===== config.mk =====
export PLATFORM = sky130hd
export DESIGN_NAME = cartpole_episode_ctrl
export DESIGN_NICKNAME = d
export VERILOG_FILES = /design/src/rtl/cartpole_pkg.sv /design/src/rtl/cartpole_step_timer.sv /design/src/rtl/cartpole_episode_ctrl.sv
export SDC_FILE = /design/constraint.sdc
export NUM_CORES = 1
export LEC_CHECK = 0
export CORE_AREA = 2 2 288 290
export CTS_CLUSTER_DIAMETER = 30
export CTS_CLUSTER_SIZE = 12
export DETAILED_ROUTE_END_ITERATION = 16
export DIE_AREA = 0 0 290 292
export GPL_TIMING_DRIVEN = 0
export SLEW_MARGIN = 20
export SYNTH_ARGS = -nofsm -noshare
export SYNTH_HDL_FRONTEND = slang
export SYNTH_HIERARCHICAL = 1
export SYNTH_SLANG_ARGS = --single-unit

===== constraint.sdc =====
create_clock -name aclk -period 2.2 [get_ports aclk]
set_input_delay 0.55 -clock aclk [delete_from_list [all_inputs] [get_ports aclk]]
set_output_delay 0.55 -clock aclk [all_outputs]
set_load 0.02 [all_outputs]

===== src/rtl/cartpole_pkg.sv =====
// -----------------------------------------------------------------------------
// cartpole_pkg
// Shared definitions for the CartPole episode controller:
//   - float32 word width and state-vector layout (4 words, x in the low word)
//   - word offsets inside the packed state vector
//   - episode FSM state encoding
//   - frequently used float32 constants
// -----------------------------------------------------------------------------
package cartpole_pkg;

    localparam int DATA_BIT    = 32;
    localparam int STATE_WORDS = 4;
    localparam int STATE_BIT   = STATE_WORDS * DATA_BIT;

    // Word offsets inside {theta_dot, theta, x_dot, x}
    localparam int IDX_X         = 0;
    localparam int IDX_X_DOT     = 1;
    localparam int IDX_THETA     = 2;
    localparam int IDX_THETA_DOT = 3;

    localparam logic [DATA_BIT-1:0] FP_ONE  = 32'h3F80_0000;
    localparam logic [DATA_BIT-1:0] FP_ZERO = 32'h0000_0000;

    typedef enum logic [2:0] {
        ST_IDLE,
        ST_READY,
        ST_ISSUE,
        ST_WAIT,
        ST_PRESENT,
        ST_DONE,
        ST_ERR
    } ctrl_state_e;

    // Extract one float32 word from a packed state vector
    function automatic logic [DATA_BIT-1:0] state_word(input logic [STATE_BIT-1:0] vec,
                                                       input int                   idx);
        return vec[idx*DATA_BIT +: DATA_BIT];
    endfunction

endpackage


===== src/rtl/cartpole_step_timer.sv =====
// -----------------------------------------------------------------------------
// cartpole_step_timer
// Timeout counter for one datapath step. Counts while enabled and saturates at
// TIMEOUT_CYC-1; o_expire is high while enabled and the last count is reached.
//   aclk, aresetn : clock, asynchronous active-low reset
//   i_clr         : synchronous clear to zero (wins over i_en)
//   i_en          : count enable
//   o_expire      : timeout reached this cycle
// -----------------------------------------------------------------------------
module cartpole_step_timer #(
    parameter int TIMEOUT_CYC = 64
) (
    input  logic aclk,
    input  logic aresetn,
    input  logic i_clr,
    input  logic i_en,
    output logic o_expire
);

    localparam int CNT_BIT = (TIMEOUT_CYC > 2) ? $clog2(TIMEOUT_CYC) : 1;
    localparam logic [CNT_BIT-1:0] LAST_CNT = CNT_BIT'(TIMEOUT_CYC - 1);

    logic [CNT_BIT-1:0] cnt_q;

    // NOTE: sequential state is written with non-blocking assignments so every
    // flop samples the pre-edge values of its neighbours.
    always_ff @(posedge aclk or negedge aresetn) begin
        if (!aresetn) begin
            cnt_q <= '0;
        end else if (i_clr) begin
            cnt_q <= '0;
        end else if (i_en && (cnt_q != LAST_CNT)) begin
            cnt_q <= cnt_q + 1'b1;
        end
    end

    assign o_expire = i_en && (cnt_q == LAST_CNT);

endmodule


===== src/rtl/cartpole_episode_ctrl.sv =====
// -----------------------------------------------------------------------------
// cartpole_episode_ctrl
// Episode sequencer for the CartPole single-step datapath. Holds the 4-word
// float32 state, accepts one action at a time from the agent, issues a one-
// cycle step request to the datapath, writes the returned state back and
// presents observation/reward/flags to the agent.
//
// Ports
//   aclk, aresetn                    clock, asynchronous active-low reset
//   i_env_reset, i_init_state        start a new episode from a given state
//   i_act_valid/o_act_ready, i_act   agent action handshake
//   o_dp_signal, o_dp_action,
//   o_dp_state                       step request to the datapath
//   i_dp_next_state, i_dp_terminated,
//   i_dp_reward, i_dp_valid          datapath result (valid = nonzero)
//   o_obs_valid/i_obs_ready,
//   o_obs_state, o_reward            observation handshake to the agent
//   o_terminated, o_truncated        episode end flags
//   o_step_cnt                       steps taken this episode (saturating)
//   o_error                          sticky datapath timeout
// -----------------------------------------------------------------------------
module cartpole_episode_ctrl
    import cartpole_pkg::*;
#(
    parameter int MAX_STEPS    = 500,
    parameter int STEP_CNT_BIT = 16,
    parameter int TIMEOUT_CYC  = 64
) (
    input  logic                    aclk,
    input  logic                    aresetn,
    input  logic                    i_env_reset,
    input  logic [STATE_BIT-1:0]    i_init_state,
    input  logic                    i_act_valid,
    output logic                    o_act_ready,
    input  logic [DATA_BIT-1:0]     i_act,
    output logic                    o_dp_signal,
    output logic [DATA_BIT-1:0]     o_dp_action,
    output logic [STATE_BIT-1:0]    o_dp_state,
    input  logic [STATE_BIT-1:0]    i_dp_next_state,
    input  logic [DATA_BIT-1:0]     i_dp_terminated,
    input  logic [DATA_BIT-1:0]     i_dp_reward,
    input  logic [DATA_BIT-1:0]     i_dp_valid,
    output logic                    o_obs_valid,
    input  logic                    i_obs_ready,
    output logic [STATE_BIT-1:0]    o_obs_state,
    output logic [DATA_BIT-1:0]     o_reward,
    output logic                    o_terminated,
    output logic                    o_truncated,
    output logic [STEP_CNT_BIT-1:0] o_step_cnt,
    output logic                    o_error
);

    localparam logic [STEP_CNT_BIT-1:0] MAX_CNT  = STEP_CNT_BIT'(MAX_STEPS);
    localparam logic [STEP_CNT_BIT-1:0] LAST_CNT = STEP_CNT_BIT'(MAX_STEPS - 1);

    ctrl_state_e             state_q;
    ctrl_state_e             state_d;
    logic [STATE_BIT-1:0]    env_state_q;
    logic [STEP_CNT_BIT-1:0] step_cnt_q;

    logic dp_valid;
    logic dp_term;
    logic act_fire;
    logic obs_fire;
    logic timer_en;
    logic timer_expire;
    logic last_step;

    assign dp_valid  = |i_dp_valid;
    assign dp_term   = |i_dp_terminated;
    assign act_fire  = i_act_valid && o_act_ready;
    assign obs_fire  = o_obs_valid && i_obs_ready;
    assign last_step = (step_cnt_q == LAST_CNT);

    // The timer is zero during ISSUE and keeps counting through WAIT, so the
    // timeout lands TIMEOUT_CYC cycles after the step request went out.
    assign timer_en = (state_q == ST_ISSUE) || (state_q == ST_WAIT);

    cartpole_step_timer #(
        .TIMEOUT_CYC (TIMEOUT_CYC)
    ) u_step_timer (
        .aclk     (aclk),
        .aresetn  (aresetn),
        .i_clr    (i_env_reset || !timer_en),
        .i_en     (timer_en),
        .o_expire (timer_expire)
    );

    // ------------------------------------------------------------------ FSM
    always_ff @(posedge aclk or negedge aresetn) begin
        if (!aresetn) begin
            state_q <= ST_IDLE;
        end else begin
            state_q <= state_d;
        end
    end

    // NOTE: every combinational output gets a default before the case so no
    // path leaves it unassigned and no latch is inferred.
    always_comb begin
        state_d = state_q;
        if (i_env_reset) begin
            state_d = ST_READY;
        end else begin
            case (state_q)
                ST_READY:   if (act_fire) state_d = ST_ISSUE;
                ST_ISSUE:   state_d = ST_WAIT;
                ST_WAIT: begin
                    if (dp_valid)          state_d = ST_PRESENT;
                    else if (timer_expire) state_d = ST_ERR;
                end
                ST_PRESENT: begin
                    if (obs_fire) state_d = (o_terminated || o_truncated) ? ST_DONE : ST_READY;
                end
                default:    state_d = state_q;
            endcase
        end
    end

    always_comb begin
        o_act_ready = (state_q == ST_READY);
        o_dp_signal = (state_q == ST_ISSUE);
        o_obs_valid = (state_q == ST_PRESENT);
    end

    // ------------------------------------------------------------- datapath
    always_ff @(posedge aclk or negedge aresetn) begin
        if (!aresetn) begin
            env_state_q  <= '0;
            step_cnt_q   <= '0;
            o_dp_action  <= '0;
            o_reward     <= FP_ZERO;
            o_terminated <= 1'b0;
            o_truncated  <= 1'b0;
            o_error      <= 1'b0;
        end else if (i_env_reset) begin
            env_state_q  <= i_init_state;
            step_cnt_q   <= '0;
            o_terminated <= 1'b0;
            o_truncated  <= 1'b0;
            o_error      <= 1'b0;
        end else begin
            if (act_fire) begin
                o_dp_action <= i_act;
            end
            // Results are only taken in WAIT, so a valid left over from a step
            // aborted by env-reset is ignored.
            if (state_q == ST_WAIT) begin
                if (dp_valid) begin
                    env_state_q  <= i_dp_next_state;
                    o_reward     <= i_dp_reward;
                    o_terminated <= dp_term;
                    o_truncated  <= last_step && !dp_term;
                    if (step_cnt_q != MAX_CNT) begin
                        step_cnt_q <= step_cnt_q + 1'b1;
                    end
                end else if (timer_expire) begin
                    o_error <= 1'b1;
                end
            end
        end
    end

    assign o_dp_state  = env_state_q;
    assign o_obs_state = env_state_q;
    assign o_step_cnt  = step_cnt_q;

endmodule


# == Word level (Yosys, flattened, before mapping) ==
# Index checks and enable logic that the tools add are counted.
# classes
addsub,2
n_eq_ne,12
mux,26
bitwise,1
reduce_logical,24
# ops
operator,n
2-to-1 mux 128 bit,3
2-to-1 mux 16 bit,4
OR reduction 32 bit,2
2-to-1 mux 3 bit,6
"adder 16 x 1 -> 16 bit, second input constant",1
"equality test 16 x 9 -> 1 bit, second input constant",1
"inequality test 16 x 9 -> 1 bit, second input constant",1
2-to-1 mux 6 bit,2
case mux 3 bit (4 select lines),1
2-to-1 mux 1 bit,10
nonzero test 2 bit,5
AND reduction 3 bit,3
"adder 6 x 1 -> 6 bit, second input constant",1
"equality test 3 x 2 -> 1 bit, second input constant",2
"equality test 6 bit, second input constant",1
"inequality test 3 x 2 -> 1 bit, second input constant",2
"inequality test 6 bit, second input constant",1
logical AND 1 bit,5
nonzero test 5 bit,1
"inequality test 4 bit, second input constant",1
AND reduction 2 bit,2
AND reduction 4 bit,1
"equality test 3 x 1 -> 1 bit, second input constant",1
"equality test 3 bit, second input constant",1
4 further kinds,7
# totals
regBits,220
elab_cells,74

# == Depth between registers and ports, before layout ==
# Gate-level depths: netlist of the first run.
# depth
depth_word,7
depth_mapped,8
mapped_depth_nobuf,7

# == Modules after synthesis ==
# Netlist of the first run, hierarchy kept.
# by_module_without_submodules
module,instances,cells_per_inst,area_per_inst_um2
cartpole_episode_ctrl,1,979,10801.6
cartpole_step_timer,1,42,372.9

# == Worst setup path after synthesis of the first run ==
# OpenSTA, ideal clock, no wires.
# synth_timing
path_type,input to register
startpoint,input port i_dp_valid[9]
endpoint,register o_reward[0]
setup_time_ps,125
arrival_time_ps,2036
path_slack_ps,39
stages,7
path_buffers,2
cell_sequence,nor4_2 > nand4_2 > or2_1 > buf_2 > nand3_2 > buf_6 > mux2_2
# synth_via
elab_chain_cells,2
# synth_rtl
element,line_no,text
from (decl),cartpole_episode_ctrl.sv:42,"input logic [DATA_BIT-1:0] i_dp_valid,"
OR reduction 32 bit,cartpole_episode_ctrl.sv:69,assign dp_valid = |i_dp_valid;
AND reduction 3 bit (no source line),n/a,
to (signal assigned),cartpole_episode_ctrl.sv:151,o_reward <= i_dp_reward;
to (decl),cartpole_episode_ctrl.sv:46,"output logic [DATA_BIT-1:0] o_reward,"
# Every way passes these cells.
# A chain may end at the register's enable or synchronous reset.

# == Worst setup path in the final report of the first run ==
# layout_timing
startpoint,input port i_dp_valid[11]
endpoint,register o_reward[25]
# Same word-level chain as after synthesis.

==> flow_metrics.env, run 1 <==
export IMPL_outcome="finished, final reports clean"
export IMPL_route_met3_wl_mm=5.99
export IMPL_wirelength_mm=62.0
export IMPL_hold_viol_final=0
export IMPL_cts_buffer_depth=3
export IMPL_postLayoutCellArea_mm2=0.0229
export IMPL_powerDensity_mw_per_mm2=1230
export IMPL_grt_start_max_net_pins=83
export IMPL_end_kind="flip-flop"
export IMPL_dieArea_mm2=0.0847
export IMPL_placed_area_mm2=0.0199
export IMPL_slew_headroom=0.486
export IMPL_grt_pass1_wl_mm=85.9
export IMPL_cts_root_buf="clkbuf_16"
export IMPL_drive_gt1_frac=0.224
export IMPL_fillCellCount=8632
export IMPL_grt_use_total=0.142
export IMPL_internal_power_uw=18600
export IMPL_syn_inst=1021
export IMPL_area_delta_synth_final_pct=105
export IMPL_cp_arrival_ns=2.62
export IMPL_worst_r2r_path_depth=8
export IMPL_drtPass1Iterations=4
export IMPL_io_buffer_count=730
export IMPL_synthArstFlopShare=1.00
export IMPL_combPwrFrac=0.384
export IMPL_highest_layer="met5"
export IMPL_antenna_found_initial=7
export IMPL_final_core_util=0.281
export IMPL_min_period_ns=2.18
export IMPL_numCtsBuffers=81
export IMPL_hold_class="reg2reg"
export IMPL_start_util=0.137
export IMPL_place_congestion=0.854
export IMPL_post_route_period_util=0.990
export IMPL_setup_ws_ns=0.0218
export IMPL_wl_met2_mm=28.9
export IMPL_finalSetupViolations=0
export IMPL_rows=105
export IMPL_rsz0062_at_grt="yes"
export IMPL_power_share_clock=0.398
export IMPL_vias=11239
export IMPL_register_area_mm2=0.00552
export IMPL_cts_htree_levels=3
export IMPL_grt_pass1_vias=11854
export IMPL_start_kind="input pin"
export IMPL_p_seq_frac=0.218
export IMPL_antenna_left=0
export IMPL_syn_area_mm2=0.0112
export IMPL_drt_met1_wl_mm=25.0
export IMPL_overflow=0
export IMPL_timing_fmax_mhz=459
export IMPL_skew_ns=0.0303
export IMPL_maxCapViolCount=0
export IMPL_drcViolationCount=0
export IMPL_max_vdd_ir_drop_mv=0.940
export IMPL_clkTransAtPathRegs_ns=0.04
export IMPL_cp_required_ns=2.65
export IMPL_fp_dieH_um=292
export IMPL_synth_ff_type="dfrtp_1"
export IMPL_leakagePower_uw=0.0105
export IMPL_synth_edff_count=0
export IMPL_worstMarginPinSlew_ns=0.771
export IMPL_nets=2249
export IMPL_swShare=0.339
export IMPL_fin_total_pwr_uw=28100
export IMPL_ys_ff_latch=220
export IMPL_ioPinCount=731
export IMPL_vias_per_cell=3.75
export IMPL_synth_nets=1413
export IMPL_maxSlewViolCount=0
export IMPL_clkLatencyLatePin_ns=0.60
export IMPL_multi_input_area_mm2=0.00436
export IMPL_core_mm2=0.0816
export IMPL_p_switching_uw=9540
export IMPL_dpl_hpwl_mm=48.7
export IMPL_numClockSinks=220
export IMPL_cts_tree="yes"
export IMPL_yosysWarnings=6
export IMPL_dp_slack_ns=-1.85
export IMPL_synth_cell_types=54
export IMPL_holdPathStages=1
export IMPL_postSynthAreaPerCell_um2=10.9
export IMPL_dr_first_iter_drc_count=439
export IMPL_die_w_um=290
export IMPL_post_drt_wl_per_cell_um=20.7
export IMPL_ys_seq_area_frac=0.493
export IMPL_worstSetupPathType="in2reg"
export IMPL_path_max_fanout=10
==> sequential cells by signal, summed over array words and instances (netlist names) <==
| signal | count |
|---|---|
| o_dp_state | 128 |
| o_dp_action | 32 |
| o_reward | 32 |
| o_step_cnt | 16 |
| u_step_timer/cnt_q | 6 |
| state_q | 3 |
| o_error | 1 |
| o_terminated | 1 |
| o_truncated | 1 |
==> path summary, 6_finish.rpt <==
kind	slack, ns	start	end
min	0.49	o_reward[18]	o_reward[18]
max	0.02	i_dp_valid[11]	o_reward[25]
min in group asynchronous	0.50	aresetn	o_dp_action[18]
max in group asynchronous	0.74	aresetn	o_dp_state[37]
max reg2reg	0.04	state_q[2]	o_step_cnt[11]
min reg2reg	0.49	o_reward[18]	o_reward[18]
==> layout by cell type, fill, tap and decap left out, types with 8 or more instances in the layout <==
cell and instances:
clkbuf_16 87, nor4_4 9, mux2i_1 125, dlymetal6s2s_1 34
dfrtp_1 209, nand2_1 15, o21ai_0 9, a21oi_1 137
mux2_1 10, mux2_2 56, nor4_1 10, buf_4 145
clkbuf_8 19, dfrtp_2 11, clkinv_2 21, clkdlybuf4s50_1 452
nor2_1 146, inv_1 8, dlygate4sd2_1 218, nand3_1 10
clkdlybuf4s15_2 17, clkbuf_1 41, buf_12 14
==> routing by layer <==
layer  vias to the layer above  GRT usage
li1                       5168          -
met1                      5368      0.164
met2                       593      0.231
met3                       106     0.0605
met4                         4     0.0572
met5                         -          0
==> cell families after synthesis <==
group                      share of synthesized area
buffers and inverters                          0.129
muxes                                          0.181
adders and majority gates                    0.00336
xor gates and xnor gates                     0.00392
and+or+nand+nor                                0.102
AOI/OAI and AO/OA                             0.0876
DFF                                            0.493
==> power groups by stage <==
stage                     registers [uW]  clock network [uW]  logic [uW]
after floorplan                     7230                   0        4380
after global placement              6140                   0       10900
after detailed placement            6160                   0       11000
after CTS                           6140               11400       10800
after global routing                6290               11600       11400
final                               6130               11200       10800
==> cell usage after synthesis (all sizes together) (2+ instances only) <==
cell	number	share of area
inv	9	0.0030
a21oi	140	0.063
a211oi	2	0.0013
a22o	2	0.0016
a311oi	3	0.0024
nor4	19	0.019
nor3b	4	0.0027
clkbuf	32	0.011
nor3	6	0.0027
o211ai	3	0.0020
o31ai	3	0.0020
ha	3	0.0034
mux2i	128	0.11
a21o	2	0.0013
or3	2	0.0011
a31oi	3	0.0017
nor2b	2	0.0011
nand2	15	0.0050
dfrtp	220	0.49
o2111ai	3	0.0024
nor2	146	0.049
o21ai	10	0.0048
xor2	4	0.0031
nand4	7	0.0064
nand3	11	0.0054
and3	2	0.0011
and2	2	0.0012
buf	153	0.12
mux2	66	0.067
or4	6	0.0040
o311ai	3	0.0024
==> final cells by class <==
cell class / instances / area share
plain buffers: 184 / 0.0636
well taps: 1070 / 0.0584
clock inverters: 29 / 0.0121
multi-input cells: 607 / 0.190
diodes: 6 / 0.000655
clock buffers: 121 / 0.106
repair buffers: 754 / 0.325
inverters: 9 / 0.00262
flip-flops and latches: 220 / 0.241
==> worst max-delay path, cell delays in order <==
cell,delay (ns)
dlygate4sd2_1,0.26
nor4_4,0.50
nand4_4,0.21
or2_1,0.25
buf_2,0.16
nand3_4,0.17
buf_12,0.17
mux2_2,0.34
==> stage by stage <==
stage	instances	hold WS, ns	setup TNS (ns)
floorplan	1021	0.254	0
finish	3000	0.485	0
detailed placement	2823	0.482	-237.84
global route	2995	0.494	-0.0921
global placement	2821	0.474	-2472.64
CTS	2987	0.454	0
==> repair_timing <==
action | CTS | global route
endpoints found under the setup margin | 416 | 123
setup buffers | 11 | 6
cloned | 2 | 2
pin swaps | 5 | 11
gates resized for setup | 349 | 49
hold buffers | 1 | 0
hold endpoints to repair | 62 | 0
No activity file was read; power rests on OpenSTA's default activity.
==> inputs of run 2 (changes only) <==
--- a/config.mk
+++ b/config.mk
@@ -5,14 +5,13 @@
 export SDC_FILE = /design/constraint.sdc
 export NUM_CORES = 1
 export LEC_CHECK = 0
-export CORE_AREA = 2 2 288 290
+export CORE_AREA = 2 2 284 286
 export CTS_CLUSTER_DIAMETER = 30
 export CTS_CLUSTER_SIZE = 12
 export DETAILED_ROUTE_END_ITERATION = 16
-export DIE_AREA = 0 0 290 292
+export DIE_AREA = 0 0 286 288
 export GPL_TIMING_DRIVEN = 0
 export SLEW_MARGIN = 20
 export SYNTH_ARGS = -nofsm -noshare
 export SYNTH_HDL_FRONTEND = slang
-export SYNTH_HIERARCHICAL = 1
 export SYNTH_SLANG_ARGS = --single-unit
==> run 2 against run 1 <==
Combinational power shrank 34%. Flip-flop and latch count unchanged. First-iteration DRC count down 33%. Final cell count is 1.6% lower. Clock skew up 0.0039 ns. Worst setup slack improved by 0.018 ns. Fmax increased by 0.85%. Non-clock buffer count shrank 9. Core utilization is 0.098 points higher. Synthesized cell count is 0.98% lower.
==> flow_metrics.env, run 2 <==
export IMPL_cts_tree="yes"
export IMPL_syn_area_mm2=0.0109
export IMPL_worstMarginPinSlew_ns=0.921
export IMPL_grt_use_total=0.121
export IMPL_finalSetupViolations=0
export IMPL_syn_inst=1011
export IMPL_synth_ff_type="dfrtp_1"
export IMPL_drive_gt1_frac=0.201
export IMPL_cp_required_ns=1.65
export IMPL_wirelength_mm=52.9
export IMPL_rsz0062_at_grt="yes"
export IMPL_fillCellCount=8383
export IMPL_synth_xor_area_frac=0.00322
export IMPL_fin_total_pwr_uw=23200
export IMPL_cts_htree_levels=3
export IMPL_hold_start="o_reward[30]"
export IMPL_nets=2221
export IMPL_post_drt_wl_per_cell_um=17.9
export IMPL_slew_headroom=0.386
export IMPL_synth_largest_area_cell="dfrtp_1"
export IMPL_clkTransAtPathRegs_ns=0.04
export IMPL_cts_buffer_depth=3
export IMPL_cp_cell_sequence="clkdlybuf4s50_1"
export IMPL_antenna_left=0
export IMPL_placed_cells=2803
export IMPL_synth_nets=1403
export IMPL_postSynthAreaPerCell_um2=10.8
export IMPL_clkLatencyLatePin_ns=0.60
export IMPL_grt_start_max_net_pins=81
export IMPL_io_buffer_count=730
export IMPL_hold_class="reg2reg"
export IMPL_ys_ff_latch=220
export IMPL_path_max_fanout=3
export IMPL_numClockSinks=220
export IMPL_max_vdd_ir_drop_mv=0.833
export IMPL_outcome="finished, final reports clean"
export IMPL_synthArstFlopShare=1.00
export IMPL_yosys_area_top_type_share=0.506
export IMPL_cp_arrival_ns=1.61
export IMPL_instances_no_fill=2952
export IMPL_ys_seq_area_frac=0.506
export IMPL_area_delta_synth_final_pct=106
export IMPL_synthTopCellsByCount="dfrtp_1, a21oi_1, nor2_1"
export IMPL_numCtsBuffers=72
export IMPL_drtPass1Iterations=5
export IMPL_start_util=0.137
export IMPL_synth_edff_count=0
export IMPL_ioPinCount=731
export IMPL_start_kind="flip-flop"
export IMPL_critical_path_max_stage_delay_ns=0.62
export IMPL_overflow=0
export IMPL_drcViolationCount=0
export IMPL_fin_setup_tns_ns=0
export IMPL_skew_ns=0.0342
export IMPL_crit_path_start="o_dp_state[62]"
export IMPL_crit_slowest_cell="clkdlybuf4s50_1"
export IMPL_yosys_top_cells_area="dfrtp_1, mux2i_1, buf_4"
export IMPL_synth_mux_area_frac=0.186
export IMPL_die_w_um=286
export IMPL_maxSlewViolCount=0
export IMPL_placed_area_mm2=0.0196
export IMPL_dieArea_mm2=0.0824
export IMPL_worstSetupPathType="reg2out"
export IMPL_largest_reg_flops=128
export IMPL_timing_fmax_mhz=463
export IMPL_powerDensity_mw_per_mm2=1030
export IMPL_synth_top_family_by_area="multiplexers"
export IMPL_vias_per_cell=3.70
export IMPL_synthAdderAreaFrac=0.00345
export IMPL_synth_compound_area_frac=0.0868
export IMPL_min_period_ns=2.16
export IMPL_synthMostInstantiatedCell="dfrtp_1"
export IMPL_dr_first_iter_drc_count=295
export IMPL_grt_pass1_vias=11360
export IMPL_grt_pass1_wl_mm=73.7
export IMPL_end_kind="primary output"
export IMPL_leakagePower_uw=0.0103
export IMPL_r2r_start="state_q[2]"
export IMPL_final_common_cell="clkdlybuf4s50_1"
export IMPL_postLayoutCellArea_mm2=0.0225
export IMPL_cts_root_buf="clkbuf_16"
export IMPL_synth_simple_area_share=0.0935
export IMPL_post_route_period_util=0.982
export IMPL_dpl_hpwl_mm=40.9
export IMPL_fp_dieH_um=288
export IMPL_place_congestion=0.864
export IMPL_critPathTopFamily="buffers and inverters"
export IMPL_antenna_found_initial=16
export IMPL_hold_viol_final=0
export IMPL_rows=104
export IMPL_core_mm2=0.0796
export IMPL_crit_buf_inv=1
export IMPL_final_cell_mix="clkdlybuf4s50_1, dfrtp_1, dlygate4sd2_1"
export IMPL_vias=10912
export IMPL_yosysWarnings=0
export IMPL_maxCapViolCount=0
export IMPL_synth_cell_types=49
==> run 2: cell types whose count changed in the layout (fill, tap and decap cells not counted), sizes merged, moves of 4 or more <==
cell,change
clkdlybuf4s50,+37
clkdlybuf4s15,-21
dlygate4sd2,-17
buf,-15
clkbuf,-11
a21oi,+7
or3,+7
nor2,-6
o21ai,+6
clkinv,-5
nor3,-4
==> run 2: report_power, final <==
group	switching [uW]	internal [uW]	total (uW)	leakage, uW
combinational	3410	3690	7100	0.00649
sequential	628	4960	5590	0.00256
clock	3060	7440	10500	0.00125
==> run 2: metrics by stage <==
step | hold WS, ns | utilization | worst slack [ns]
after detailed placement | 0.483 | 0.246 | -1.19
after global placement | 0.473 | 0.245 | -9.98
after global routing | 0.487 | 0.282 | -0.0189
after CTS | 0.454 | 0.276 | 0.000870
final | 0.486 | 0.282 | 0.0403
after floorplan | 0.254 | - | 0.0801
==> run 2: repair_timing <==
item	in CTS	in global routing
buffers inserted	2	3
pin swaps	2	13
hold endpoints to repair	64	0
cloned	0	6
endpoints found under the setup margin	400	162
gates resized for setup	252	99
hold buffers	1	0
==> run 2: final timing paths <==
path	end	slack [ns]	cells after the start
setup / recovery	o_dp_state[62]	0.04	1
hold / removal	o_reward[30]	0.49	1
setup reg to reg	o_step_cnt[3]	0.05	8
hold reg to reg	o_reward[30]	0.49	1
max in group asynchronous	o_dp_state[69]	0.75	3
min in group asynchronous	o_reward[19]	0.51	2
==> run 2: routing by layer <==
| layer | share of wire | vias to the layer above | global-route usage |
|---|---|---|---|
| met3 | 0.099 | 114 | 0.0480 |
| met2 | 0.47 | 561 | 0.195 |
| met1 | 0.40 | 5144 | 0.142 |
| li1 | - | 5079 | - |
| met5 | 0.0016 | - | 0 |
| met4 | 0.037 | 14 | 0.0535 |
==> run 2: cells by family after synthesis <==
family | count (synthesis)
AND/OR/NAND/NOR | 222
flip-flops | 220
multiplexers | 194
buffers and inverters | 190
AO/OA/AOI/OAI | 178
XOR/XNOR | 4
adder cells (fa/ha/maj) | 3
==> run 2: cell type report <==
cell class / instances / area, um2 / area share
sequential: 220 / 5520 / 0.246
tap: 1060 / 1330 / 0.0590
clock inverter: 26 / 420 / 0.0187
clock buffer: 104 / 2110 / 0.0940
inverter: 5 / 18.8 / 0.000835
antenna: 7 / 17.5 / 0.000780
multi-input combinational: 601 / 4170 / 0.186
buffer: 185 / 1490 / 0.0662
timing repair buffer: 744 / 7390 / 0.329
